===== src/rtl/elevator_pkg.sv =====
// Shared constants and types for the elevator car model: floor numbering,
// floor count and the door state encoding.
package elevator_pkg;

  localparam int NUM_FLOORS = 5;

  localparam logic [2:0] G  = 3'd0;
  localparam logic [2:0] F1 = 3'd1;
  localparam logic [2:0] F2 = 3'd2;
  localparam logic [2:0] F3 = 3'd3;
  localparam logic [2:0] F4 = 3'd4;

  typedef enum logic [1:0] {
    CLOSED,
    OPENING,
    OPEN,
    CLOSING
  } door_state_t;

  // One-hot level-sensor pattern for a floor number.
  function automatic logic [NUM_FLOORS-1:0] floor_onehot(input logic [2:0] f);
    return {{(NUM_FLOORS-1){1'b0}}, 1'b1} << f;
  endfunction

endpackage


===== src/rtl/elevator_door_fsm.sv =====
// Door mechanism: CLOSED -> OPENING -> OPEN -> CLOSING strokes of DOOR_TICKS cycles.
// Optional macro DOOR_REOPEN_EN lets an open command reverse a closing stroke.
module elevator_door_fsm
  import elevator_pkg::*;
#(
  parameter int DOOR_TICKS = 4
) (
  input  logic        clk,
  input  logic        rst,
  input  logic        open,
  input  logic        close,
  input  logic        open_ok,
  output logic        door_open,
  output logic        door_closed,
  output door_state_t state
);

  localparam logic [7:0] STROKE = 8'(DOOR_TICKS);

  door_state_t state_n;
  logic [7:0]  cnt, cnt_n;
  logic        reopen;

  always_ff @(posedge clk) begin
    if (rst) begin
      state       <= CLOSED;
      cnt         <= 8'd0;
      door_open   <= 1'b0;
      door_closed <= 1'b1;
    end else begin
      state       <= state_n;
      cnt         <= cnt_n;
      door_open   <= (state_n == OPEN);
      door_closed <= (state_n == CLOSED);
    end
  end

  // cnt holds the number of cycles spent in the current stroke, starting at 1.
  always_comb begin
    state_n = state;
    cnt_n   = cnt;
    reopen  = 1'b0;
    case (state)
      CLOSED: begin
        if (open && open_ok) begin
          state_n = OPENING;
          cnt_n   = 8'd1;
        end
      end
      OPENING: begin
        if (cnt == STROKE) state_n = OPEN;
        else               cnt_n   = cnt + 8'd1;
      end
      OPEN: begin
        if (close && !open) begin
          state_n = CLOSING;
          cnt_n   = 8'd1;
        end
      end
      CLOSING: begin
`ifdef DOOR_REOPEN_EN
        reopen = open;
`else
        reopen = 1'b0;
`endif
        // Reversing leaves exactly as many opening cycles as were spent closing.
        if (reopen) begin
          state_n = OPENING;
          cnt_n   = STROKE - cnt + 8'd1;
        end else if (cnt == STROKE) begin
          state_n = CLOSED;
        end else begin
          cnt_n = cnt + 8'd1;
        end
      end
      default: state_n = CLOSED;
    endcase
  end

endmodule


===== config.mk =====
export PLATFORM = sky130hd
export DESIGN_NAME = elevator_door_fsm
export DESIGN_NICKNAME = d
export VERILOG_FILES = /design/src/rtl/elevator_pkg.sv /design/src/rtl/elevator_door_fsm.sv
export SDC_FILE = /design/constraint.sdc
export NUM_CORES = 1
export LEC_CHECK = 0
export CAP_MARGIN = 20
export CORE_MARGIN = 4
export CORE_UTILIZATION = 29
export DETAILED_ROUTE_END_ITERATION = 12
export GPL_ROUTABILITY_DRIVEN = 0
export HOLD_SLACK_MARGIN = 0.05
export PLACE_DENSITY_LB_ADDON = 0.25
export SYNTH_ARGS = -nofsm -noshare
export SYNTH_HDL_FRONTEND = slang
export SYNTH_SLANG_ARGS = --single-unit

===== constraint.sdc =====
create_clock -name clk -period 4.06 [get_ports clk]
set_input_delay 0.812 -clock clk [delete_from_list [all_inputs] [get_ports clk]]
set_output_delay 0.812 -clock clk [all_outputs]
set_load 0.1 [all_outputs]

[After elaboration in Yosys (flattened, before gate mapping)]
Index checks and enable logic that the tools add are counted.
Widths: inputs -> output; s select.
Storage, ports and cells
  bits of input ports: 5
  output and inout port bits: 4
  word-level logic and storage cells: 29
  bits in registers: 12
Cells by class
  muxes and demuxes: 9
  $add $sub $neg: 1
  reductions and logical operators: 7
  equality and inequality tests: 8
Operators by type and width (number)
  $mux 8: 3
  $pmux 8 s3: 1
  $add 8x1->8 const B: 1
  $eq 8x3->1 const B: 1
  $mux 2: 4
  $pmux 2 s4: 1
  $eq 2x2->1 const B: 3
  $ne 2x2->1 const B: 3
  $logic_not 2->1: 2
  $reduce_and 3->1: 1
  $eq 2x1->1 const B: 1
  $logic_and 1x1->1: 2
  $reduce_or 2->1: 1
  $logic_not 1->1: 1

[Depth between registers and ports, before layout]
  depth in word-level cells: 5
  depth in mapped cells: 7
  depth with buffers taken out: 6

[Worst setup path before layout]
OpenSTA, ideal clock, no wires.
  kind: reg-to-reg
  start point: register state[0]
  end point: register cnt[5]
  setup slack: 1.713 ns
  period minus slack after synthesis: 2.347 ns
  setup time: 0.075 ns
  data arrival time: 2.272 ns
  stages on the path, launching flop included: 6
  path buffers: 1
  cell sequence: dfxtp_1 clkbuf_1 a211oi_1 a21o_1 or4_1 a21oi_1
On the way
  longest elaborated chain between the ends: 4
Ends and longest elaborated chain
  from (decl): RTL line elevator_door_fsm.sv:15  | output door_state_t state
  from (signal assigned): RTL line elevator_door_fsm.sv:31  | state <= state_n;
  $eq 2x2->1 or $eq 2x1->1 (tied branches): RTL line elevator_door_fsm.sv:43  | case (state)
  $reduce_or 2->1 (no line)
  $ne 2x2->1 (no line)
  $reduce_and 3->1 (no line)
  to (signal assigned): RTL line elevator_door_fsm.sv:32  | cnt <= cnt_n;
  to (decl): RTL line elevator_door_fsm.sv:21  | logic [7:0] cnt, cnt_n;
Parallel ways exist; a longest one is shown, timed or not.
A chain may end at the register's enable or synchronous reset.

[Worst setup path in the final report]
  start point: register state[0]
  end point: output state[0]
No word-level cell between the ends.

==> impl_results.md <==
- Final Core Density: 37.1%
- Post-synth design cell area: 602 um^2
- Area grow syn2layout: 21.0%
- Yosys reg bits: 12
- CTS root buffer: clkbuf_4
- Die width: between 50 and 60 um
- DRC viols: 0
- Synth Warn #: 0
- Cell taking the most area after synthesis: dfxtp_1
- Slew HR: a little over a third
- Rows: 16
- Worst vdd ir: 0.177 mV
- Fin crit period: 2.85 ns
- Metal2 WL: around 540 um
- Ant. Diodes: 0
- Max Slew Vio Count: 0
- WP data required: 3.25 ns
- Fmax: around 0.35 GHz
- Pre-CTS setup slack: roughly 1.5 ns
- M1 WL: between 500 and 600 um
- Crit Path Class: reg2out
- Hpwl dp: 877 um
- Post-route ant nets: 0
- Largest net degree at the start of global routing: 13
- Setup TNS: 0 ns
- Finished Cell Area: roughly 730 um^2
- Die area: around 2900 um^2
- Max Cap Violations: 0
- Core area: 1960 um^2
- Post-synth EDFFs: 0
- Final period util: 70.2%
- Initial core utilization: a little under a third
- Cells after synthesis: 72
- Post-synth top area share: 39.9%
- Leakage power: between 0.0002 and 0.00025 uW
- Worst-path clk slew: around 0.08 ns
- Critical path's largest stage delay: roughly 1.2 ns
- Initial antenna violation count: 0
- WP data arrival: 2.04 ns
- Chip Height: 53.6 um
- Clock buffer depth: 2
- First-pass GRT wire length: between 2000 and 2500 um
- CTS tree: done
- WP buf/inv: 1
- Worst-skew pair later-pin latency: between 0.2 and 0.3 ns
- Drt first pass iters: 2
- Hold_buf cts: 0
- Avg Inst Size Synth: between 8 and 9 um^2
- Vias: roughly 530
- Clock sinks: 12
- Seq/Total Area, Yosys: 39.9%
- Post-synth net total: between 70 and 80
- Final WS setup: about 1.2 ns
- H-Tree Depth: 1
- Final net count: 88
- Worst-margin pin slew: ~0.97 ns
- Num CTS Buffers: 3
- Crit path max-delay cell type: clkdlybuf4s50_1
- Post-CTS Setup Inserts: 0
- 1st-iter DRT viols: 1
- Gr ovfl total: 0
- Worst Hold Class: reg2reg
- Vias per cell: 4.93
- Final hold violation count: 0
- Dpl cell area: around 700 um^2
- Largest cells by area after synthesis: dfxtp_1 40%, nand3_1 5.0%, nor2_1 4.4%
- I/O Buffers: 8
- DRT Wirelength: roughly 1200 um
- Clock Skew: approximately 0.0053 ns
- Most frequent cells in the layout: 12 x dfxtp_1, 8 x clkdlybuf4s50_1, 7 x nor2_1
- WL/cell: 11.1 um
- Vias in the first global route: 480
- CP cell instances: clkdlybuf4s50_1
- Power per cell area: 347 nW/um^2
- Num ports: 9
- GRT Overall Usage: 10.2%
- Layout cells sized above 1: under 10%
- WL met3: between 60 and 70 um
- Critical Path Start Type: register
- Synth Flop Type: dfxtp_1
- CP max FO: 12
- Run status: completed
- Commonest non-fill, non-tap cell in the layout: dfxtp_1
- Top routing layer in use: met3
- Critical path capture point type: output pin
- Ys async rst share: 0%
- RSZ-0062 raised after global routing: no
- CTS resizes: 0
- Top delay family on crit path: buffers and inverters
- Synth unique cells: 29
- Setup-failing EPs final: 0
-- flip-flops by register name (all words and copies together) (netlist names) --
signal / flops
door_open: 1
cnt: 8
door_closed: 1
state: 2
-- layer usage --
layer / GRT usage (%) / vias to the layer above
met5: 0 / -
met4: 2.55 / 0
met3: 5.26 / 0
met2: 16.1 / 6
met1: 12.1 / 239
li1: - / 282
-- power by group --
part	internal [uW]	switching (uW)
combinational	11.0	21.0
clock	54.5	40.9
sequential	121	4.18
total	186	66.0
-- through the flow --
step | power, uW | cells | hold slack [ns]
3_5_place_dp | 160 | 103 | 0.497
4_1_cts | 258 | 107 | 0.509
2_1_floorplan | 150 | 72 | 0.461
5_1_grt | 266 | 107 | 0.539
6_report | 252 | 107 | 0.505
3_3_place_gp | 159 | 103 | 0.494
-- cells by family after synthesis --
logic type	Yosys count	share of synthesized area (%)
AOI/OAI and AO/OA	19	20.4
xor gates and xnor gates	2	2.91
adders and majority gates	2	4.16
buffers and inverters	8	6.44
DFF	12	39.9
and+or+nand+nor	29	26.2
-- path summary, 6_finish.rpt --
check | end | slack, ns | depth (start not counted) | startpoint
min reg2reg | cnt[7] | 0.51 | 2 | cnt[7]
max reg2reg | cnt[0] | 2.11 | 4 | cnt[3]
min | cnt[7] | 0.51 | 2 | cnt[7]
max | state[0] | 1.21 | 1 | state[0]
-- synthesized netlist by cell type (all sizes together) (2+ instances only) --
cell type,count
o21ai,3
or4,3
a31oi,2
a21oi,5
nor2,7
dfxtp,12
nand3,6
a211oi,2
ha,2
nor2b,2
inv,4
o31ai,3
xnor2,2
buf,3
nand4,2
nand2,3
-- layout make-up --
class	count	area, um^2
fill	220	1230
multi-input combinational	52	323
sequential	12	240
timing repair buffer	8	80.1
clock buffer	4	36.3
tap	27	33.8
inverter	4	15.0
-- worst min-delay path: stages, from the launching register on --
cell     delay (ns)
dfxtp_1        0.33
o31ai_1        0.07
a21oi_1        0.06
Power figures use the tool's default switching activity.
